$ cat config.mk
export PLATFORM = sky130hd
export DESIGN_NAME = gpio_ctrl
export DESIGN_NICKNAME = d
export VERILOG_FILES = /design/src/rtl/gpio_pkg.sv /design/src/rtl/gpio_sync.sv /design/src/rtl/gpio_ctrl.sv
export SDC_FILE = /design/constraint.sdc
export NUM_CORES = 1
export LEC_CHECK = 0
export BUFFER_PORTS_ARGS = -buffer_cell sky130_fd_sc_hd__buf_4
export CAP_MARGIN = 20
export CELL_PAD_IN_SITES_DETAIL_PLACEMENT = 0
export CELL_PAD_IN_SITES_GLOBAL_PLACEMENT = 1
export CORE_MARGIN = 4
export CORE_UTILIZATION = 34
export CTS_CLUSTER_DIAMETER = 120
export DETAILED_ROUTE_END_ITERATION = 16
export GPL_TIMING_DRIVEN = 1
export HOLD_SLACK_MARGIN = 0.05
export PLACE_DENSITY = 0.83
export SLEW_MARGIN = 20
export SYNTH_ARGS = -nofsm -noshare
export SYNTH_HDL_FRONTEND = slang
export SYNTH_SLANG_ARGS = --single-unit
$ cat constraint.sdc
create_clock -name clk -period 2.55 [get_ports clk]
set_input_delay 0.3825 -clock clk [delete_from_list [all_inputs] [get_ports clk]]
set_output_delay 0.3825 -clock clk [all_outputs]
set_load 0.02 [all_outputs]
$ cat src/rtl/gpio_pkg.sv
// rtl/gpio_pkg.sv - shared register map, register index enum and defaults for gpio_ctrl
package gpio_pkg;

  // Default number of GPIO bits.
  localparam int GPIO_DEFAULT_WIDTH = 16;

  // Default pin-state synchronizer depth.
  localparam int GPIO_DEFAULT_SYNC_STAGES = 2;

  // Byte addresses of the register map.
  localparam logic [4:0] ADDR_DR  = 5'h00;
  localparam logic [4:0] ADDR_TS  = 5'h04;
  localparam logic [4:0] ADDR_PS  = 5'h08;
  localparam logic [4:0] ADDR_IE  = 5'h0C;
  localparam logic [4:0] ADDR_POL = 5'h10;
  localparam logic [4:0] ADDR_IS  = 5'h14;

  // Register index decoded from a byte address.
  typedef enum logic [2:0] {
    REG_DR       = 3'd0,
    REG_TS       = 3'd1,
    REG_PS       = 3'd2,
    REG_IE       = 3'd3,
    REG_POL      = 3'd4,
    REG_IS       = 3'd5,
    REG_UNMAPPED = 3'd6
  } reg_idx_e;

  // Word-align the address (low two bits dropped) and map it to a register index.
  function automatic reg_idx_e addr_to_idx(input logic [4:0] a);
    logic [4:0] word_addr;
    word_addr = a & 5'b11100;
    case (word_addr)
      ADDR_DR:  return REG_DR;
      ADDR_TS:  return REG_TS;
      ADDR_PS:  return REG_PS;
      ADDR_IE:  return REG_IE;
      ADDR_POL: return REG_POL;
      ADDR_IS:  return REG_IS;
      default:  return REG_UNMAPPED;
    endcase
  endfunction

endpackage

$ cat src/rtl/gpio_sync.sv
// rtl/gpio_sync.sv - multi-stage synchronizer for the asynchronous pin state
module gpio_sync
  import gpio_pkg::*;
#(
  parameter int WIDTH = GPIO_DEFAULT_WIDTH,
  parameter int DEPTH = GPIO_DEFAULT_SYNC_STAGES
) (
  input  logic             clk,
  input  logic             reset,
  input  logic [WIDTH-1:0] din,
  output logic [WIDTH-1:0] dout
);

  // Stage 0 samples the pins; the last stage is the synchronized value.
  logic [DEPTH-1:0][WIDTH-1:0] stage_q;

  // Shift the pin state through the flop chain.
  always_ff @(posedge clk or posedge reset) begin
    if (reset) begin
      stage_q <= '0;
    end else begin
      stage_q <= {stage_q[DEPTH-2:0], din};
    end
  end

  assign dout = stage_q[DEPTH-1];

endmodule

$ cat src/rtl/gpio_ctrl.sv
// rtl/gpio_ctrl.sv - GPIO register block with pin sync and optional edge interrupts (GPIO_CTRL_IRQ_EN)
module gpio_ctrl
  import gpio_pkg::*;
#(
  parameter int WIDTH       = GPIO_DEFAULT_WIDTH,
  parameter int SYNC_STAGES = GPIO_DEFAULT_SYNC_STAGES
) (
  input  logic             clk,
  input  logic             reset,
  input  logic [4:0]       addr,
  input  logic [31:0]      wdata,
  input  logic             we,
  input  logic             re,
  output logic [31:0]      rdata,
  output logic             rvalid,
  output logic             err,
  output logic [WIDTH-1:0] gpio_dr,
  output logic [WIDTH-1:0] gpio_ts,
  input  logic [WIDTH-1:0] gpio_ps,
  output logic             irq
);

  reg_idx_e         idx;
  logic             acc_unmapped;
  logic             wr_bad;
  logic             wr_ok;
  logic             err_d;
  logic [31:0]      rd_word;
  logic [WIDTH-1:0] wr_val;
  logic [WIDTH-1:0] dr_q;
  logic [WIDTH-1:0] ts_q;
  logic [WIDTH-1:0] ps_sync;
  logic             unused_wdata;

  // Bits of wdata above WIDTH carry no meaning for this block.
  assign unused_wdata = ^wdata;

  assign idx          = addr_to_idx(addr);
  assign acc_unmapped = (idx == REG_UNMAPPED);
  // PS is read-only, so a write to it is treated like an unmapped access.
  assign wr_bad       = we && (acc_unmapped || (idx == REG_PS));
  assign wr_ok        = we && !wr_bad;
  assign err_d        = wr_bad || (re && acc_unmapped);
  assign wr_val       = wdata[WIDTH-1:0];

  gpio_sync #(
    .WIDTH (WIDTH),
    .DEPTH (SYNC_STAGES)
  ) u_sync (
    .clk   (clk),
    .reset (reset),
    .din   (gpio_ps),
    .dout  (ps_sync)
  );

  // Pad-facing data and drive-enable registers.
  always_ff @(posedge clk or posedge reset) begin
    if (reset) begin
      dr_q <= '0;
      ts_q <= '0;
    end else if (wr_ok) begin
      if (idx == REG_DR) dr_q <= wr_val;
      if (idx == REG_TS) ts_q <= wr_val;
    end
  end

  assign gpio_dr = dr_q;
  assign gpio_ts = ts_q;

`ifdef GPIO_CTRL_IRQ_EN
  // Detection stays off until the synchronizer and previous-value flop hold real pin state.
  localparam int WARM_MAX = SYNC_STAGES + 1;
  localparam int CW       = $clog2(WARM_MAX + 1);

  logic [WIDTH-1:0] ie_q;
  logic [WIDTH-1:0] pol_q;
  logic [WIDTH-1:0] is_q;
  logic [WIDTH-1:0] prev_q;
  logic [CW-1:0]    warm_q;
  logic             warm_done;
  logic [WIDTH-1:0] rise;
  logic [WIDTH-1:0] fall;
  logic [WIDTH-1:0] edge_hit;
  logic [WIDTH-1:0] w1c_mask;
  logic             irq_q;

  assign warm_done = (warm_q == CW'(WARM_MAX));
  assign rise      = ps_sync & ~prev_q;
  assign fall      = ~ps_sync & prev_q;
  assign edge_hit  = warm_done ? ((rise & pol_q) | (fall & ~pol_q)) : '0;
  assign w1c_mask  = (wr_ok && (idx == REG_IS)) ? wr_val : '0;

  // Count up after reset release and saturate once detection is armed.
  always_ff @(posedge clk or posedge reset) begin
    if (reset) begin
      warm_q <= '0;
    end else if (!warm_done) begin
      warm_q <= warm_q + CW'(1);
    end
  end

  // Previous synchronized pin value for edge comparison.
  always_ff @(posedge clk or posedge reset) begin
    if (reset) begin
      prev_q <= '0;
    end else begin
      prev_q <= ps_sync;
    end
  end

  // Interrupt enable and polarity registers.
  always_ff @(posedge clk or posedge reset) begin
    if (reset) begin
      ie_q  <= '0;
      pol_q <= '0;
    end else if (wr_ok) begin
      if (idx == REG_IE)  ie_q  <= wr_val;
      if (idx == REG_POL) pol_q <= wr_val;
    end
  end

  // Sticky status: write-one clears, a new edge in the same cycle keeps the bit set.
  always_ff @(posedge clk or posedge reset) begin
    if (reset) begin
      is_q <= '0;
    end else begin
      is_q <= (is_q & ~w1c_mask) | edge_hit;
    end
  end

  // Level interrupt registered from the masked status.
  always_ff @(posedge clk or posedge reset) begin
    if (reset) begin
      irq_q <= 1'b0;
    end else begin
      irq_q <= |(is_q & ie_q);
    end
  end

  assign irq = irq_q;
`else
  assign irq = 1'b0;
`endif

  // Read mux; unmapped addresses and disabled interrupt registers read as zero.
  always_comb begin
    rd_word = '0;
    case (idx)
      REG_DR:  rd_word[WIDTH-1:0] = dr_q;
      REG_TS:  rd_word[WIDTH-1:0] = ts_q;
      REG_PS:  rd_word[WIDTH-1:0] = ps_sync;
`ifdef GPIO_CTRL_IRQ_EN
      REG_IE:  rd_word[WIDTH-1:0] = ie_q;
      REG_POL: rd_word[WIDTH-1:0] = pol_q;
      REG_IS:  rd_word[WIDTH-1:0] = is_q;
`endif
      default: rd_word = '0;
    endcase
  end

  // Read response and error pulse; rdata holds between reads.
  always_ff @(posedge clk or posedge reset) begin
    if (reset) begin
      rdata  <= '0;
      rvalid <= 1'b0;
      err    <= 1'b0;
    end else begin
      rvalid <= re;
      err    <= err_d;
      if (re) rdata <= rd_word;
    end
  end

endmodule

Word-level counts from Yosys, hierarchy flattened
Index checks and enable logic that the tools add are counted.
{"block": "word_totals", "n_memories": 0, "mem_bits_ro": 0, "output_inout_bits": 67, "ramBits": 0, "inputBits": 57, "latch_bits": 0, "regBits": 82}
{"block": "classes", "n_mux": 2, "reduce_logical": 10, "n_mul": 0, "n_eq_ne": 8, "n_div": 0, "add_sub_neg": 0, "bitwise": 0, "n_lt_le_gt_ge": 0, "n_shift": 0}
{"op": "$pmux W16 S3", "n": 1}
{"op": "$pmux W3 S6", "n": 1}
{"op": "$eq A3 B2 Y1 const B", "n": 3}
{"op": "$eq A3 B3 Y1 const B", "n": 3}
{"op": "$eq A3 B1 Y1 const B", "n": 2}
{"op": "$logic_not A5 Y1", "n": 1}
{"op": "$reduce_and A2 Y1", "n": 2}
{"op": "$logic_and A1 B1 Y1", "n": 3}
{"op": "$logic_not A3 Y1", "n": 1}
{"op": "$logic_or A1 B1 Y1", "n": 2}
{"op": "$logic_not A1 Y1", "n": 1}

Longest topological paths before layout
Gate-level depths: netlist of the first run.
{"block": "logic_depth", "ltp_word": 8, "depth_mapped": 5, "ltp_nobuf": 3}

Hierarchy
From an unflattened synthesis of the first run, not the netlist that was laid out.
{"block": "unflattened", "hier_cells": 251, "hier_area_um2": 3384.5}
{"mod": "gpio_ctrl", "instances": 1, "seq_area_each_um2": 1251.2, "cells_each": 202, "area_each_um2": 2459.9}
{"mod": "gpio_sync", "instances": 1, "seq_area_each_um2": 800.8, "cells_each": 49, "area_each_um2": 924.6}

Worst setup path after synthesis of the first run
Ideal clock, no wire load.
{"block": "synth_path", "kind": "input -> register", "from": "input port addr[2]", "to": "register dr_q[0] (netlist: gpio_dr[0])", "cell_stages": 5, "arrival_ns": 1.389, "path_buffers": 2, "setup_slack_ns": 1.036, "required_time_ns": 2.425, "cell_sequence": "buf_6 nand2b_4 nor3_4 buf_6 mux2_2"}
{"block": "synth_between", "elab_chain_cells": 8, "word_cells_on_any_way": 15}
{"element": "from (decl)", "line_no": "gpio_ctrl.sv:10", "text": "input logic [4:0] addr,"}
{"element": "$eq A3 B3 Y1 (tied with other cells)", "line_no": "gpio_pkg.sv:33", "text": "case (word_addr)"}
{"element": "$pmux W3 S6 *", "line_no": "gpio_pkg.sv:33"}
{"element": "$eq A3 B3 Y1 / $eq A3 B2 Y1 (equally long branches)", "line_no": "gpio_ctrl.sv:39, gpio_ctrl.sv:41"}
{"element": "$logic_or A1 B1 Y1", "line_no": "gpio_ctrl.sv:41", "text": "assign wr_bad = we && (acc_unmapped || (idx == REG_PS));"}
{"element": "$logic_and A1 B1 Y1", "line_no": "gpio_ctrl.sv:41"}
{"element": "$logic_not A1 Y1", "line_no": "gpio_ctrl.sv:42", "text": "assign wr_ok = we && !wr_bad;"}
{"element": "$logic_and A1 B1 Y1", "line_no": "gpio_ctrl.sv:42"}
{"element": "$reduce_and A2 Y1 (no source line) *"}
{"element": "to (signal assigned)", "line_no": "gpio_ctrl.sv:62", "text": "if (idx == REG_DR) dr_q <= wr_val;"}
{"element": "to (decl)", "line_no": "gpio_ctrl.sv:30", "text": "logic [WIDTH-1:0] dr_q;"}
Every way passes the cells marked *; elsewhere a longest branch is shown, timed or not.
A chain may end at the register's enable or synchronous reset.

Worst setup path in the final report of the first run
{"block": "layout_path", "from": "input port addr[2]", "to": "register ts_q[9] (netlist: gpio_ts[9])"}
{"block": "layout_between", "elab_chain_cells": 8, "word_cells_on_any_way": 15}
{"element": "$eq A3 B3 Y1 (tied with other cells)", "line_no": "gpio_pkg.sv:33"}
{"element": "$pmux W3 S6 *", "line_no": "gpio_pkg.sv:33"}
{"element": "$eq A3 B3 Y1 / $eq A3 B2 Y1 (equally long branches)", "line_no": "gpio_ctrl.sv:39, gpio_ctrl.sv:41"}
{"element": "$logic_or A1 B1 Y1", "line_no": "gpio_ctrl.sv:41"}
{"element": "$logic_and A1 B1 Y1", "line_no": "gpio_ctrl.sv:41"}
{"element": "$logic_not A1 Y1", "line_no": "gpio_ctrl.sv:42"}
{"element": "$logic_and A1 B1 Y1", "line_no": "gpio_ctrl.sv:42"}
{"element": "$reduce_and A2 Y1 (no source line) *"}
{"element": "to (signal assigned)", "line_no": "gpio_ctrl.sv:63", "text": "if (idx == REG_TS) ts_q <= wr_val;"}
{"element": "to (decl)", "line_no": "gpio_ctrl.sv:31", "text": "logic [WIDTH-1:0] ts_q;"}
Marked as above.

==> out/qor.yml, run 1 <==
synthesis:
  synth_area_leaders: "dfrtp_1 63%, mux2_2 11%, mux2i_1 4.9%"
  syn_inst: 234
  async_flop_share_pct: 100.0
  synth_ff_type: "dfrtp_1"
  synthAdderAreaFrac_pct: 0
  synth-simple-area-share_pct: 5.564
  ys_warn_count: 0
  netlist_area_um2: 3261
  ys_top_cells_by_count: "82 x dfrtp_1, 32 x mux2_2, 18 x buf_4, 17 x inv_1, 17 x nand3b_1"
  yosysSeqAreaShare_pct: 62.93
  synth_xor_area_share_pct: 0
  synth_top_area_cell: "dfrtp_1"
  synth_compound_area_share_pct: 7.137
  synth_seq_cells: 82
  synth_top_area_share_pct: 62.93
  synth.area.mux_share_pct: 15.96
  synth_edf_count: 0
  avgSynthCellArea_um2: 13.93
  ys_types: 17
  synth_top_family_by_area: "multiplexers"
  synth_most_common_cell: "dfrtp_1"
place:
  routabilityCongestion: 0.6905
  io_buffers: 88
  dpl-instance-area_um2: 4008
  hpwl_mm: 4.835
timing:
  post-route-period-util_pct: 57.96
  maxSlewViolCount: 0
  worstMarginPinSlew_ps: 686.5
  slew-limit-headroom_pct: 54.18
  tns_ps: 0
  finalHoldViolations: 0
  fin_crit_ps: 1478
  finalSetupViolations: 0
  rsz0062_at_grt: "no"
  skew_ps: 9.431
  fmax_ghz: 0.6766
critical_path:
  endpoint_kind: "register"
  arrival_ps: 1700
  slowest_stage: "nor3_4"
  crit_chain: "buf_4 -> nand2_1 -> nor3_4 -> buf_12 -> mux2_2"
  cp_slowest_stage_delay_ps: 370
  worstPathRequired_ps: 2770
  startpoint_type: "primary input"
  worstPathMaxFanout: 18
  crit_type: "in2reg"
route:
  drtAntennaViolNets: 0
  firstDrtPassIters: 4
  wirelength_mm: 6.784
  drcViolationCount: 0
  vias: 1994
  avgViaCountPerCell: 4.344
  drt-wirelength-per-cell_um: 14.78
  dr.first_iter.drc_count: 50
final_layout:
  diodes: 0
  stdcell_area_um2: 4194
  nFillCells: 871
  syn_to_final_growth_pct: 28.63
  drive_gt1_share_pct: 43.64
  nets: 382
grt:
  antenna_found_initial: 0
  grt_max_degree: 46
  grt_pass1_vias: 2098
  grt_overflow: 0
  grt_use_total_pct: 12.45
  met2_usage_pct: 21.31
  grt_pass1_wl_mm: 10.74
  met3_usage_pct: 3.643
  gr-usage-met1_pct: 14.77
  grt_busiest_layer: "met2"
cts:
  clkLatencyLatePin_ps: 340
  cts_made_buffers: 9
  cts_hold_buf: 0
  root_buffer: "clkbuf_8"
  clk_pin_slew_worst_paths_ps: 90
  ctsLongestPathBuffers: 2
  cts.sinks: 82
  cts-resized-gates: 0
  htree_levels: 3
  post_cts_buffers: 0
  cts_tree: "done"
power_and_ir_drop:
  switching_power_mw: 0.9465
  p_clk_share_pct: 27.7
  pwr-share-seq_pct: 48.5
  power_density_nw_per_um2: 769.3
  vdd_drop_max_mv: 0.3644
  netSwitchingFraction_pct: 29.34
  p_leak_nw: 1.955
  comb_power_share_pct: 23.8
  intPower_mw: 2.280
die:
  ios: 124
  row_count: 35
  fp.dieH_um: 105.9
  dieWidth_um: 105.9
  die_area_um2: 11220
  fp.coreArea_um2: 9284
  start_util_pct: 35.12
flow_run:
  maxCapViolations: 0
outcome:
  status: "complete, no violations"
hold_path:
  min_path_type: "in2async"
-- through the flow --
step / total power [mW] / setup WS [ps] / cells / utilization [%] / hold slack [ps]
finish: 3.226 / 1072 / 459 / 45.18 / 124.6
global route: 3.399 / 1018 / 459 / 45.18 / 115.3
detailed placement: 2.372 / 676.4 / 443 / 43.17 / 334.7
global placement: 2.349 / 698.9 / 443 / 43.17 / 332.3
CTS: 3.275 / 1034 / 459 / 45.18 / 127.7
floorplan: 2.042 / 59.06 / 250 / - / 331.2
-- power groups by stage --
stage | clock network, mW | logic (mW) | registers [mW]
after floorplan | 0 | 0.296 | 1.75
after global placement | 0 | 0.767 | 1.58
after global routing | 0.984 | 0.824 | 1.59
final | 0.894 | 0.767 | 1.56
after detailed placement | 0 | 0.779 | 1.59
after CTS | 0.927 | 0.780 | 1.57
-- critical path: cells and delay by family --
family	cells	cell delay (ps)
buffers and inverters	2	450
multiplexers	1	340
AND/OR/NAND/NOR	2	500
-- layout make-up --
cell class                      instances  area (um^2)  share of cell area, %
Sequential cell                        82         2052                  48.93
Timing Repair Buffer                   94        730.7                  17.42
Inverter                               17        65.06                  1.551
Tap cell                              129        161.4                  3.848
Clock inverter                          5        55.05                  1.313
Clock buffer                           11        131.4                  3.132
Multi-Input combinational cell        121        998.5                  23.81
-- state kept, by name, summed over array words and instances, names as in the netlist --
register        flops
u_sync.stage_q     16
u_sync.dout        16
gpio_ts            16
gpio_dr            16
err                 1
rdata              16
rvalid              1
-- kinds of logic after synthesis --
family / count (synthesis)
DFF: 82
muxes: 48
buffers and inverters: 47
AOI/OAI and AO/OA: 34
and+or+nand+nor: 22
other: 1
-- cell usage in the layout (no fill, tap or decap) --
master,instances
mux2i_1,16
buf_12,2
o21a_1,16
o22ai_1,16
a21boi_0,1
nand3b_1,17
nor3_4,2
buf_4,92
nand2b_4,1
bufinv_16,1
clkbuf_8,9
clkinv_2,3
clkinvlp_4,2
clkbuf_1,2
dfrtp_1,82
nand2_1,2
o21ai_0,1
mux2_2,32
inv_1,16
conb_1,17
-- worst paths after layout --
path                                    from                  to  slack [ps]  cells past startpoint
hold / removal                         reset           rdata[13]         120                      2
max in group asynchronous              reset      u_sync.dout[0]        1760                      3
setup reg to reg                 gpio_ts[14]           rdata[14]        1650                      3
setup / recovery                     addr[2]          gpio_ts[9]        1070                      5
min in group clk                 gpio_ps[14]  u_sync.stage_q[14]         140                      1
hold reg to reg            u_sync.stage_q[5]      u_sync.dout[5]         350                      0
-- per-layer routing --
metal	part of all wire [%]	up-vias
met2	52	57
li1	-	951
met1	42	983
met5	0	-
met3	5.3	3
met4	0.56	0
(Power assumes the default switching activity.)
==> run 2, diff against run 1 <==
- clock period: 2.55 -> 1.3 ns (I/O delays scaled with it)
==> run 2 against run 1 <==
Hold slack worse by 35 ps. Register-to-register slack worse by 1200 ps. Non-clock buffer count up 24. Clock power up 110%. Critical path type is now reg2out.
==> out/qor.yml, run 2 (synthesis results as in run 1) <==
grt:
  grt_overflow: 0
  grt_max_degree: 47
  antenna_found_initial: 0
  grt_use_total_pct: 12.59
  grt_pass1_wl_mm: 10.90
  grt_pass1_vias: 2176
cts:
  cts.sinks: 82
  cts_tree: "done"
  clkLatencyLatePin_ps: 340
  post_cts_buffers: 0
  cts-resized-gates: 0
  cts_hold_buf: 18
  root_buffer: "clkbuf_8"
  cts_made_buffers: 9
  clk_pin_slew_worst_paths_ps: 80
  ctsLongestPathBuffers: 2
  htree_levels: 3
final_layout:
  fin_util_pct: 47.83
  final_cell_mix: "98 x buf_4, 82 x dfrtp_1, 32 x mux2_2"
  syn_to_final_growth_pct: 36.19
  diodes: 0
  nets: 406
  final_cells: 483
  stdcell_area_um2: 4441
  nFillCells: 876
  drive_gt1_share_pct: 42.66
  final_common_cell: "buf_4"
timing:
  whs_ps: 89.60
  finalSetupViolations: 0
  fin_crit_ps: 1106
  skew_ps: 6.162
  fin_ws_ps: 194.3
  post-route-period-util_pct: 85.05
  fmax_ghz: 0.9044
  tns_ps: 0
  maxSlewViolCount: 0
  finalHoldViolations: 0
  rsz0062_at_grt: "no"
place:
  hpwl_mm: 4.915
  dpl-instance-area_um2: 4055
  io_buffers: 88
  routabilityCongestion: 0.6762
  pre_cts_slack_ps: -59.52
  placedCellCount: 449
critical_path:
  cp_slowest_stage_delay_ps: 410
  startpoint_type: "register"
  worstPathRequired_ps: 1110
  crit_chain: "buf_4"
  worstPathMaxFanout: 3
  slowest_stage: "dfrtp_1"
  cp_num_buf_inv: 1
  crit_family: "flip-flops"
  crit_type: "reg2out"
  arrival_ps: 910
  endpoint_kind: "output pin"
die:
  die_area_um2: 11220
  fp.coreArea_um2: 9284
  fp.dieH_um: 105.9
  dieWidth_um: 105.9
  start_util_pct: 35.12
  ios: 124
  row_count: 35
route:
  drt-wirelength-per-cell_um: 13.98
  drtAntennaViolNets: 0
  avgViaCountPerCell: 4.356
  firstDrtPassIters: 4
  drcViolationCount: 0
  dr.first_iter.drc_count: 14
  wirelength_mm: 6.751
  vias: 2104
power_and_ir_drop:
  power_density_nw_per_um2: 1456
  pwr-share-seq_pct: 47.4
  comb_power_share_pct: 24.1
  intPower_mw: 4.628
  power.total_mw: 6.467
  netSwitchingFraction_pct: 28.43
  switching_power_mw: 1.839
  p_leak_nw: 2.067
  vdd_drop_max_mv: 0.9371
  p_clk_share_pct: 28.4
hold_path:
  min_path_type: "in2reg"
flow_run:
  maxCapViolations: 0
outcome:
  status: "complete, no violations"
==> run 2: changes by cell type in the layout (fill, tap and decap cells not counted), sizes merged <==
cell         delta
clkinvlp        +1
dlygate4sd3    +18
clkinv          -2
buf             +6
clkbuf          +1
==> run 2: path summary, 6_finish.rpt <==
kind | from | end | slack [ps] | depth (start not counted)
setup / recovery | gpio_ts[4] | gpio_ts[4] | 190 | 1
hold / removal | wdata[0] | gpio_ts[0] | 90 | 2
setup reg to reg | gpio_ts[0] | rdata[0] | 410 | 3
hold reg to reg | u_sync.stage_q[13] | u_sync.dout[13] | 350 | 0
max in group asynchronous | reset | gpio_ts[4] | 580 | 4
min in group asynchronous | reset | u_sync.dout[11] | 480 | 4
==> run 2: worst register-to-register path: stages, from the launching register on <==
cell and delay (ps):
dfrtp_1 400, mux2i_1 180, o21a_1 130, o22ai_1 60
==> run 2: final cells by class <==
class | instances | area [um^2] | share of cell area, %
Timing Repair Buffer | 118 | 955.9 | 21.53
Inverter | 17 | 67.56 | 1.522
Clock buffer | 12 | 155.1 | 3.494
Clock inverter | 4 | 50.05 | 1.127
Tap cell | 129 | 161.4 | 3.635
Sequential cell | 82 | 2052 | 46.21
Multi-Input combinational cell | 121 | 998.5 | 22.49
==> run 2: power by group through the flow <==
stage / clock, mW / sequential [mW] / combinational, mW
final: 1.84 / 3.07 / 1.56
after global routing: 2.01 / 3.12 / 1.68
after CTS: 1.92 / 3.07 / 1.59
after detailed placement: 0 / 3.13 / 1.54
after global placement: 0 / 3.11 / 1.51
after floorplan: 0 / 3.42 / 0.582
==> run 2: layer usage <==
| layer | vias to the layer above | global-route usage (%) | share of wire (%) |
|---|---|---|---|
| met5 | - | 0 | 0 |
| met4 | 0 | 3.608 | 0.68 |
| met3 | 4 | 4.554 | 6.1 |
| met2 | 62 | 22.04 | 53 |
| met1 | 1035 | 14.48 | 40 |
| li1 | 1003 | - | - |
==> run 3, diff against run 2 <==
- CORE_UTILIZATION: 34 -> 35
- PLACE_DENSITY: 0.83 -> 0.84
- SYNTH_HIERARCHICAL: unset -> 1
==> run 3 against run 2 <==
Flip-flop and latch count did not move. Clock power rose by 11%. Highest routed layer unchanged. Largest cell class unchanged. Non-clock buffer count did not move. Critical endpoint is now gpio_dr[5]. Combinational power barely moved. Synthesized cell count rose by 7.3%. Maximum frequency fell by 0.81%. Sequential share of layout area fell by 0.43 points. Final area rose by 0.93%.
==> out/qor.yml, run 3 <==
grt:
  antenna_found_initial: 0
  grt_use_total_pct: 13.60
  grt_overflow: 0
  grt_pass1_vias: 2192
  grt_max_degree: 35
  grt_pass1_wl_mm: 11.85
synthesis:
  synth_edf_count: 0
  synth_most_common_cell: "dfrtp_1"
  synth_area_leaders: "dfrtp_1 61%, mux2_2 11%, buf_4 7.5%"
  ys_top_cells_by_count: "82 x dfrtp_1, 34 x buf_4, 32 x mux2_2, 18 x inv_1, 17 x nand3b_1"
  ys_warn_count: 6
  synth_top_area_cell: "dfrtp_1"
  avgSynthCellArea_um2: 13.48
  yosysSeqAreaShare_pct: 60.63
  synth_ff_type: "dfrtp_1"
  synth_seq_cells: 82
  netlist_area_um2: 3384
  ys_types: 18
  syn_inst: 251
  synth_top_area_share_pct: 60.63
  async_flop_share_pct: 100.0
route:
  vias: 2097
  wl_met1_mm: 3.488
  wl_met2_mm: 3.293
  drt-wirelength-per-cell_um: 15.09
  drcViolationCount: 0
  dr_wl_met3_um: 439
  top_layer: "met4"
  firstDrtPassIters: 4
  wirelength_mm: 7.302
  drtAntennaViolNets: 0
  avgViaCountPerCell: 4.333
  dr.first_iter.drc_count: 118
critical_path:
  r2r_slack_ps: 270
  cp-startpoint: "gpio_dr[5]"
  cp_slowest_stage_delay_ps: 410
  endpoint_kind: "output pin"
  worstPathMaxFanout: 3
  startpoint_type: "register"
  r2r-end: "rdata[10]"
  crit-reg2reg-launch: "gpio_ts[10]"
  worstPathRequired_ps: 1110
  arrival_ps: 920
  cp_num_buf_inv: 1
  reg2reg_depth: 3
  crit_family: "flip-flops"
  crit_type: "reg2out"
  slowest_stage: "dfrtp_1"
  crit_chain: "buf_4"
timing:
  post-route-period-util_pct: 85.74
  fin_crit_ps: 1115
  fmax_ghz: 0.8971
  skew_ps: 11.37
  maxSlewViolCount: 0
  finalSetupViolations: 0
  tns_ps: 0
  finalHoldViolations: 0
  whs_ps: 81.41
  rsz0062_at_grt: "no"
final_layout:
  drive_gt1_share_pct: 42.54
  diodes: 0
  syn_to_final_growth_pct: 32.42
  nets: 407
  final_common_cell: "buf_4"
  final_cell_mix: "97 x buf_4, 82 x dfrtp_1, 32 x mux2_2"
cts:
  ctsLongestPathBuffers: 2
  cts-resized-gates: 0
  htree_levels: 3
  clkLatencyLatePin_ps: 350
  cts_made_buffers: 9
  post_cts_buffers: 0
  root_buffer: "clkbuf_8"
  clk_pin_slew_worst_paths_ps: 90
  cts_tree: "done"
  cts.sinks: 82
  cts_hold_buf: 17
die:
  fp.dieH_um: 106.3
  fp.coreArea_um2: 9328
  ios: 124
  die_area_um2: 11310
  row_count: 35
  dieWidth_um: 106.3
  start_util_pct: 36.28
place:
  routabilityCongestion: 0.7447
  hpwl_mm: 5.291
  io_buffers: 88
hold_path:
  hold-path-endpoint: "gpio_dr[11]"
  hold_path.startpoint: "wdata[11]"
  min_path_type: "in2reg"
  min_delay_path_depth: 2
power_and_ir_drop:
  power_density_nw_per_um2: 1496
  vdd_drop_max_mv: 0.4979
  p_leak_nw: 2.082
outcome:
  status: "complete, no violations"
flow_run:
  maxCapViolations: 0
-- run 3: power by group --
group | internal [mW] | leakage (nW) | switching (mW)
Combinational | 0.775 | 0.982 | 0.807
Sequential | 2.87 | 0.998 | 0.216
Clock | 1.14 | 0.103 | 0.902
Total | 4.78 | 2.08 | 1.93
-- run 3: per-stage QoR --
step	util (%)	setup WS, ps	cells	total power, mW	area [um^2]
6_report	48.05	185.4	484	6.704	4482
5_1_grt	48.05	131.4	484	7.038	4482
4_1_cts	48.05	150.9	484	6.794	4482
3_5_place_dp	43.86	-15.81	451	4.706	4091
3_3_place_gp	43.86	29.06	451	4.651	4091
2_1_floorplan	-	-26.13	267	4.041	3448
-- run 3: kinds of logic after synthesis --
group                  count (synthesis)  synth area share [%]
AO/OA/AOI/OAI                         34                 6.876
other                                  1                0.1108
flip-flops                            82                 60.63
multiplexers                          48                 15.38
buffers and inverters                 64                 11.64
AND/OR/NAND/NOR                       22                 5.360
-- run 3: layout make-up --
cell class	count	area, um^2
fillers	838	4846
flip-flops and latches	82	2052
multi-input cells	121	998.5
repair buffers	118	978.4
well taps	129	161.4
clock buffers	12	145.1
clock inverters	4	75.07
inverters	18	71.32
-- run 3: layer usage --
metal  GRT usage, %  up-vias
met5              0        -
met1          19.23     1023
met4          6.105        0
li1               -      996
met2          20.05       71
met3          2.854        7
-- run 3: how the worst max path moves through the flow --
stage / end / slack, ps / depth (start not counted)
after floorplan: gpio_dr[0] / -30 / 5
after global placement: gpio_dr[3] / 30 / 5
after detailed placement: gpio_dr[6] / -20 / 5
after CTS: gpio_dr[2] / 150 / 1
after global routing: gpio_ts[2] / 130 / 1
final: gpio_dr[5] / 190 / 1
